### src/rtl/ps2_key_input.sv
// -----------------------------------------------------------------------------
// ps2_key_input
//
// Purpose:
//   PS/2 keyboard receiver for the falling-letter game. Conditions the raw
//   PS/2 clock/data pins, assembles and validates 11-bit frames (start, 8 data
//   bits LSB first, odd parity, stop), then tracks make/break/extended codes.
//   The make code of the currently held key is presented on user_input, and
//   8'h00 means "no key held". This block only receives and never drives the
//   PS/2 lines.
//
// Ports:
//   clock          in   1  system clock (50 MHz), all logic on posedge
//   reset_signal   in   1  synchronous, active-low reset
//   ps2_clk        in   1  raw PS/2 clock pin (asynchronous)
//   ps2_data       in   1  raw PS/2 data pin (asynchronous)
//   user_input     out  8  make code of the held key, 8'h00 = none
//   key_valid      out  1  one-cycle pulse when user_input takes a new key
//   key_held       out  1  high while user_input != 8'h00
//   frame_error    out  1  one-cycle pulse on parity/stop/timeout error
//   present_state  out  3  receiver FSM state, for debug display
// -----------------------------------------------------------------------------
module ps2_key_input #(
    parameter int FILTER_LEN     = 4,
    parameter int TIMEOUT_CYCLES = 50000
) (
    input  logic       clock,
    input  logic       reset_signal,
    input  logic       ps2_clk,
    input  logic       ps2_data,
    output logic [7:0] user_input,
    output logic       key_valid,
    output logic       key_held,
    output logic       frame_error,
    output logic [2:0] present_state
);

    localparam int FLT_W = $clog2(FILTER_LEN + 1);
    localparam int TMO_W = $clog2(TIMEOUT_CYCLES + 1);

    typedef enum logic [2:0] {
        IDLE   = 3'd0,
        DATA   = 3'd1,
        PARITY = 3'd2,
        STOP   = 3'd3,
        DECODE = 3'd4,
        ERROR  = 3'd5
    } state_t;

    // Odd parity check: data bits plus parity bit must contain an odd count of ones.
    function automatic logic odd_parity_ok(input logic [7:0] data, input logic par);
        return ^{data, par};
    endfunction

    // Synchroniser and glitch-filter state
    logic             clk_s1_q, clk_s2_q;
    logic             dat_s1_q, dat_s2_q;
    logic             filt_q, filt_d;
    logic [FLT_W-1:0] flt_cnt_q, flt_cnt_d;
    logic             fall_s;

    // Frame receiver and key-tracking state
    state_t           state_q, state_d;
    logic [7:0]       shift_q, shift_d;
    logic [2:0]       bitcnt_q, bitcnt_d;
    logic             par_ok_q, par_ok_d;
    logic [TMO_W-1:0] tmo_q, tmo_d;
    logic             brk_q, brk_d;
    logic             ext_q, ext_d;
    logic [7:0]       user_q, user_d;
    logic             held_q, held_d;
    logic             valid_q, valid_d;
    logic             ferr_q, ferr_d;

    // Two-flop synchronisers and the filtered-clock register; idle line level is 1.
    always_ff @(posedge clock) begin
        if (!reset_signal) begin
            clk_s1_q  <= 1'b1;
            clk_s2_q  <= 1'b1;
            dat_s1_q  <= 1'b1;
            dat_s2_q  <= 1'b1;
            filt_q    <= 1'b1;
            flt_cnt_q <= {FLT_W{1'b0}};
        end else begin
            clk_s1_q  <= ps2_clk;
            clk_s2_q  <= clk_s1_q;
            dat_s1_q  <= ps2_data;
            dat_s2_q  <= dat_s1_q;
            filt_q    <= filt_d;
            flt_cnt_q <= flt_cnt_d;
        end
    end

    // Glitch filter: the filtered clock follows only after FILTER_LEN
    // consecutive synced samples at the opposite level. fall_s marks the
    // cycle in which a 1->0 change is committed; data is sampled then.
    always_comb begin
        filt_d    = filt_q;
        flt_cnt_d = {FLT_W{1'b0}};
        fall_s    = 1'b0;
        if (clk_s2_q != filt_q) begin
            if (flt_cnt_q == FLT_W'(FILTER_LEN - 1)) begin
                filt_d = clk_s2_q;
                fall_s = filt_q;
            end else begin
                flt_cnt_d = flt_cnt_q + {{(FLT_W-1){1'b0}}, 1'b1};
            end
        end else begin
            flt_cnt_d = {FLT_W{1'b0}};
        end
    end

    // Receiver FSM next state plus decode of make/break/extended sequences.
    always_comb begin
        state_d  = state_q;
        shift_d  = shift_q;
        bitcnt_d = bitcnt_q;
        par_ok_d = par_ok_q;
        tmo_d    = tmo_q;
        brk_d    = brk_q;
        ext_d    = ext_q;
        user_d   = user_q;
        held_d   = held_q;
        valid_d  = 1'b0;

        case (state_q)
            IDLE: begin
                tmo_d = {TMO_W{1'b0}};
                // A fall with data high is line noise, not a start bit.
                if (fall_s && !dat_s2_q) begin
                    state_d  = DATA;
                    bitcnt_d = 3'd0;
                end else begin
                    state_d = IDLE;
                end
            end
            DATA, PARITY, STOP: begin
                if (fall_s) begin
                    tmo_d = {TMO_W{1'b0}};
                    if (state_q == DATA) begin
                        shift_d = {dat_s2_q, shift_q[7:1]};
                        if (bitcnt_q == 3'd7) begin
                            state_d = PARITY;
                        end else begin
                            bitcnt_d = bitcnt_q + 3'd1;
                        end
                    end else if (state_q == PARITY) begin
                        par_ok_d = odd_parity_ok(shift_q, dat_s2_q);
                        state_d  = STOP;
                    end else begin
                        if (dat_s2_q && par_ok_q) begin
                            state_d = DECODE;
                        end else begin
                            state_d = ERROR;
                        end
                    end
                end else begin
                    // Keyboard stalled mid-frame: abandon it after the timeout.
                    tmo_d = tmo_q + {{(TMO_W-1){1'b0}}, 1'b1};
                    if (tmo_q == TMO_W'(TIMEOUT_CYCLES - 1)) begin
                        state_d = ERROR;
                    end else begin
                        state_d = state_q;
                    end
                end
            end
            DECODE: begin
                state_d = IDLE;
                if (shift_q == 8'hE0) begin
                    ext_d = 1'b1;
                end else if (shift_q == 8'hF0) begin
                    brk_d = 1'b1;
                end else if (brk_q) begin
                    // Only a plain break of the held key releases it.
                    if (!ext_q && (shift_q == user_q)) begin
                        user_d = 8'h00;
                        held_d = 1'b0;
                    end else begin
                        user_d = user_q;
                    end
                    brk_d = 1'b0;
                    ext_d = 1'b0;
                end else if (ext_q) begin
                    // Extended keys are not game letters; drop the make code.
                    ext_d = 1'b0;
                end else if ((shift_q == user_q) || (shift_q == 8'h00)) begin
                    // Typematic repeat of the held key (or a null byte): no event.
                    user_d = user_q;
                end else begin
                    user_d  = shift_q;
                    held_d  = 1'b1;
                    valid_d = 1'b1;
                end
            end
            ERROR: begin
                state_d = IDLE;
                tmo_d   = {TMO_W{1'b0}};
                brk_d   = 1'b0;
                ext_d   = 1'b0;
            end
            default: begin
                state_d = IDLE;
            end
        endcase

        // frame_error is high exactly while the FSM sits in ERROR.
        ferr_d = (state_d == ERROR);
    end

    // FSM and output registers.
    always_ff @(posedge clock) begin
        if (!reset_signal) begin
            state_q  <= IDLE;
            shift_q  <= 8'h00;
            bitcnt_q <= 3'd0;
            par_ok_q <= 1'b0;
            tmo_q    <= {TMO_W{1'b0}};
            brk_q    <= 1'b0;
            ext_q    <= 1'b0;
            user_q   <= 8'h00;
            held_q   <= 1'b0;
            valid_q  <= 1'b0;
            ferr_q   <= 1'b0;
        end else begin
            state_q  <= state_d;
            shift_q  <= shift_d;
            bitcnt_q <= bitcnt_d;
            par_ok_q <= par_ok_d;
            tmo_q    <= tmo_d;
            brk_q    <= brk_d;
            ext_q    <= ext_d;
            user_q   <= user_d;
            held_q   <= held_d;
            valid_q  <= valid_d;
            ferr_q   <= ferr_d;
        end
    end

    assign user_input    = user_q;
    assign key_valid     = valid_q;
    assign key_held      = held_q;
    assign frame_error   = ferr_q;
    assign present_state = state_q;

endmodule

### config.mk
export PLATFORM = sky130hd
export DESIGN_NAME = ps2_key_input
export DESIGN_NICKNAME = d
export VERILOG_FILES = /design/src/rtl/ps2_key_input.sv
export SDC_FILE = /design/constraint.sdc
export NUM_CORES = 1
export LEC_CHECK = 0
export ABC_CLOCK_PERIOD_IN_PS = 2500
export BUFFER_PORTS_ARGS = -buffer_cell sky130_fd_sc_hd__buf_2
export CAP_MARGIN = 0
export CELL_PAD_IN_SITES_DETAIL_PLACEMENT = 0
export CELL_PAD_IN_SITES_GLOBAL_PLACEMENT = 1
export CORE_ASPECT_RATIO = 0.8
export CORE_MARGIN = 1
export CORE_UTILIZATION = 40
export DETAILED_ROUTE_END_ITERATION = 12
export PLACE_DENSITY_LB_ADDON = 0.1
export SYNTH_ARGS = -nofsm -noshare
export SYNTH_HDL_FRONTEND = slang
export SYNTH_SLANG_ARGS = --single-unit
### constraint.sdc
create_clock -name clock -period 2.5 [get_ports clock]
set_input_delay 0.5 -clock clock [delete_from_list [all_inputs] [get_ports clock]]
set_output_delay 0.5 -clock clock [all_outputs]
set_load 0.1 [all_outputs]
==> results of run 1 <==
-- metrics by stage --
stage / area, um^2 / hold slack (ns)
floorplan: 2582 / 0.3863
global placement: 2810 / 0.3893
detailed placement: 2810 / 0.3964
CTS: 2918 / 0.3565
global route: 2918 / 0.3452
finish: 2918 / 0.3629
-- final timing paths --
check / from / to / slack (ns) / cells after the start
worst min register to register: clk_s1_q / clk_s2_q / 0.41 / 1
worst max register to register: flt_cnt_q[0] / tmo_q[4] / 0.36 / 7
worst min-delay path: ps2_data / dat_s1_q / 0.36 / 2
worst max-delay path: flt_cnt_q[0] / tmo_q[4] / 0.36 / 7
-- routing by layer --
layer,vias up,GRT usage,share of wire
met2,61,0.2423,0.37
met1,1056,0.3043,0.56
li1,1138,-,-
met3,5,0.04348,0.069
met4,0,0.03646,0.0086
met5,-,0,0
-- cell usage in the layout (no fill, tap or decap), drive strengths merged, types with 3 or more instances in the layout --
| master | instances |
|---|---|
| o211ai | 3 |
| ha | 5 |
| dfxtp | 52 |
| a31oi | 5 |
| or4 | 3 |
| xnor2 | 14 |
| nor2 | 23 |
| o21ai | 16 |
| nor4 | 8 |
| a22oi | 4 |
| a41oi | 5 |
| nand4 | 6 |
| nand2 | 29 |
| mux2i | 4 |
| nor3 | 9 |
| nand3b | 3 |
| inv | 9 |
| a21oi | 22 |
| a32o | 5 |
| nand2b | 8 |
| or3 | 3 |
| clkbuf | 6 |
| nand3 | 18 |
| buf | 32 |
-- area by class of cell --
type                            instances  share of cell area
Clock buffer                            6             0.02487
Clock inverter                          2             0.01201
Inverter                                9             0.01158
Multi-Input combinational cell        221              0.4919
Sequential cell                        52              0.3572
Tap cell                               81             0.03473
Timing Repair Buffer                   32             0.06775
-- registers in the layout (all words and copies together) (netlist names), 3 cells and up --
name           count
bitcnt_q           3
tmo_q             16
shift_q            8
flt_cnt_q          3
user_input         8
present_state      3
-- logic make-up (layout without fill, tap and decap cells) --
kind of cell / Yosys count / count (layout) / synth area share
AO/OA/AOI/OAI: 75 / 75 / 0.1953
multiplexers: 5 / 5 / 0.01987
flip-flops: 52 / 52 / 0.4033
XOR/XNOR: 16 / 16 / 0.05962
buffers and inverters: 28 / 49 / 0.04072
AND/OR/NAND/NOR: 120 / 120 / 0.2569
adder cells (fa/ha/maj): 5 / 5 / 0.02424
-- power groups by stage --
stage | sequential (W) | combinational [W] | clock [W]
3_5_place_dp | 0.000853 | 0.0000280 | 0
4_1_cts | 0.000834 | 0.0000281 | 0.000601
2_1_floorplan | 0.000852 | 0.0000178 | 0
3_3_place_gp | 0.000853 | 0.0000284 | 0
5_1_grt | 0.000834 | 0.0000310 | 0.000631
6_report | 0.000834 | 0.0000279 | 0.000579
==> flow_summary.toml, run 1 <==
[timing]
clock_skew_ns = 0.007997
slew_viol_final = 0
period_minus_slack_ns = 2.144
period_share = 0.8576
setup_viol = 0
setup_slack_ns = 0.3560
tightest_slew_ns = 0.5132
hold_viol = 0
setup_tns_ns = 0
grt_setup_unrepaired = "false"
fmax_mhz = 466.4
slew_headroom = 0.6575

[power]
pwr-share-clk = 0.402
swShare = 0.2096
p_comb_frac = 0.019
peakVddDrop_v = 0.0003346
p_int_w = 0.001139
p_per_area_nw_per_um2 = 493.7
p_seq_frac = 0.579
leakagePower_nw = 1.045
fin_total_pwr_w = 0.001440
power.switching_w = 0.0003019

[synth]
ys_types = 50
syn_nets = 310
synthFlopType = "dfxtp_1"
synth_edf_count = 0
ys_seq_area_frac = 0.4033
synth_seq_cells = 52
yosys-top-cells-count = "dfxtp_1, nand2_1, nor2_1"
syn_inst = 301
synth_most_common_cell = "dfxtp_1"
netlist.area_leader.share = 0.4033
synthesis.area_um2 = 2581
yosys_warnings = 0
synth-async-reset-ratio = 0
yosys.area.top_type = "dfxtp_1"
avgSynthCellArea_um2 = 8.576
synth_area_leaders = "dfxtp_1, xnor2_1, nand2_1"

[final_layout]
fin_cells = 403
final_nets = 330
area_growth_pct = 13.04
multi_input_area_um2 = 1435
drive_gt1_frac = 0.1646
n_fill_cell = 596
seqCellArea_um2 = 1042
fin_util = 0.4808
n_antenna_cell = 0

[die]
core-area_um2 = 6068
initial_utilization = 0.4254
dieArea_um2 = 6780
io-pin-count = 18
std_cell_rows = 25
die_w_um = 91.81
die_h_um = 73.85

[worst_setup_path]
cp_top_family = "simple AND/OR/NAND/NOR gates"
crit_slowest_cell = "nand2_1"
max_stage_delay_ns = 0.34
worstSetupStartpointType = "flop"
end_kind = "flop"
crit_top_cell = "ha_1"
critPathMaxFanout = 11
crit_type = "reg2reg"
worstPathCellList = "ha_1 -> ha_1 -> nand3b_1 -> nand2_1 -> buf_4 -> or3_1 -> a21oi_1"
cp.required_ns = 2.74
cp_num_buf_inv = 1
cp.arrival_ns = 2.39

[drt]
drt_iter0_drc = 160
num_vias = 2260
drt-pass1-iter-count = 4
routed_via_density = 5.608
wl_um = 6129
drc = 0
drtAntennaViolNets = 0
wl_per_cell_um = 15.21

[clock_tree]
post_cts_buffers = 0
clk_root_buffer_cell = "clkbuf_8"
clkLatencyLatePin_ns = 0.31
clk_pin_slew_worst_paths_ns = 0.10
cts-resized-gates = 0
clockBufferDepth = 2
ctsHoldBuffers = 0
cts.sinks = 52
h-tree-depth = 2
cts_tree = "yes"
cts_inserted_buffers = 5

[place]
place_ws_ns = 0.4166
hpwl_um = 4384
dp.cells = 395
port-buffer-count = 17
place_congestion = 0.7986

[outcome]
status = "finished, final reports clean"

[grt]
antenna_found_initial = 0
grt_max_degree = 20
grt_util_all_layers = 0.1874
grt_first_pass_wirelength_um = 9839
first_global_vias = 1865
grt-ovfl-total = 0

[worst_hold_path]
hp-class = "in2reg"

[flow_run]
drv_cap = 0
(Power assumes the default switching activity.)
==> run 2, diff against run 1 <==
- GPL_TIMING_DRIVEN: not set -> 0
==> flow_summary.toml, run 2 (synthesis results as in run 1) <==
[grt]
antenna_found_initial = 0
grt_first_pass_wirelength_um = 10320
grt_max_degree = 15
busiest_layer = "met1"
grt_use_met3 = 0.03623
grt_util_all_layers = 0.1960
use_met2 = 0.2682
use_met1 = 0.3073
first_global_vias = 1989
grt-ovfl-total = 0

[final_layout]
fin_cells = 407
final_common_cell = "dfxtp_1"
n_antenna_cell = 0
area_growth_pct = 10.76
final_nets = 334
largest_register_ffs = 16
mostFrequentLayoutCells = "dfxtp_1, nand2_1, nor2_1"
fin_util = 0.4711
drive_gt1_frac = 0.1135
final_cell_area_um2 = 2859
regMostFlops = "tmo_q"

[drt]
num_vias = 2275
wl_um = 6291
drt_iter0_drc = 159
drt-pass1-iter-count = 4
routed_via_density = 5.590
drtAntennaViolNets = 0
drc = 0
wl_per_cell_um = 15.46

[power]
peakVddDrop_v = 0.0002662
p_per_area_nw_per_um2 = 476.1
leakagePower_nw = 0.9792

[worst_setup_path]
end_kind = "flop"
cp.required_ns = 2.69
crit_type = "reg2reg"
critPathMaxFanout = 10
worstSetupStartpointType = "flop"
cp.arrival_ns = 2.37

[timing]
holdWs_ns = 0.3714
slew_headroom = 0.4602
period_minus_slack_ns = 2.181
clock_skew_ns = 0.008166
slew_viol_final = 0
setup_viol = 0
hold_viol = 0
tightest_slew_ns = 0.8022
setup_tns_ns = 0
grt_setup_unrepaired = "false"
period_share = 0.8724
fmax_mhz = 458.5

[clock_tree]
clk_root_buffer_cell = "clkbuf_8"
cts_tree = "yes"
cts-resized-gates = 0
clk_pin_slew_worst_paths_ns = 0.10
cts_inserted_buffers = 5
post_cts_buffers = 0
ctsHoldBuffers = 0
cts.sinks = 52
h-tree-depth = 2
clockBufferDepth = 2
clkLatencyLatePin_ns = 0.31

[place]
port-buffer-count = 17
place_area_um2 = 2769
hpwl_um = 4405
dp.cells = 399
place_congestion = 0.7632

[outcome]
status = "finished, final reports clean"

[die]
die_h_um = 73.85
dieArea_um2 = 6780
die_w_um = 91.81
io-pin-count = 18
initial_utilization = 0.4254
core-area_um2 = 6068
std_cell_rows = 25

[flow_run]
drv_cap = 0

[worst_hold_path]
hp-class = "in2reg"
run 2: cell count changes in the layout (fill, tap and decap cells not counted), sizes merged:
cell,previous run,this run
clkbuf,6,27
bufinv,1,0
clkinv,1,0
buf,32,17
run 2: critical path, cell delays in order, from the launching register on:
cell and delay [ns]:
dfxtp_1 0.34, ha_1 0.15, ha_1 0.21, nand3b_1 0.27, nand2_1 0.29, clkbuf_1 0.43
o21ai_0 0.16, a21oi_1 0.16, nor2_1 0.05
run 2: area by class of cell:
cell class                      instances  area [um^2]
Buffer                                 19        71.32
Clock buffer                            8        90.09
Fill cell                             626         3209
Inverter                                9        33.78
Multi-Input combinational cell        221         1435
Sequential cell                        52         1042
Tap cell                               81        101.3
Timing Repair Buffer                   17        85.08
run 2: worst paths after layout:
check | from | to | slack [ns] | cells past startpoint
max | flt_cnt_q[0] | tmo_q[5] | 0.32 | 8
min | ps2_data | dat_s1_q | 0.37 | 2
max reg2reg | flt_cnt_q[0] | tmo_q[5] | 0.32 | 8
min reg2reg | clk_s1_q | clk_s2_q | 0.41 | 1
run 2: through the flow:
stage / worst slack (ns) / power, W
3_5_place_dp: 0.3637 / 0.0008813
6_report: 0.3190 / 0.001361
5_1_grt: 0.04517 / 0.001409
3_3_place_gp: 0.3896 / 0.0008814
4_1_cts: 0.3370 / 0.001381
2_1_floorplan: 0.2076 / 0.0008698
run 2: power breakdown:
part / switching, W / internal (W)
logic: 0.0000194 / 0.00000851
registers: 0.00000257 / 0.000831
clock network: 0.000273 / 0.000227
run 2: routing by layer:
layer,wire length [um],part of all wire
met1,3565,0.57
met2,2424,0.39
met3,243,0.039
met4,57,0.0091
met5,0,0
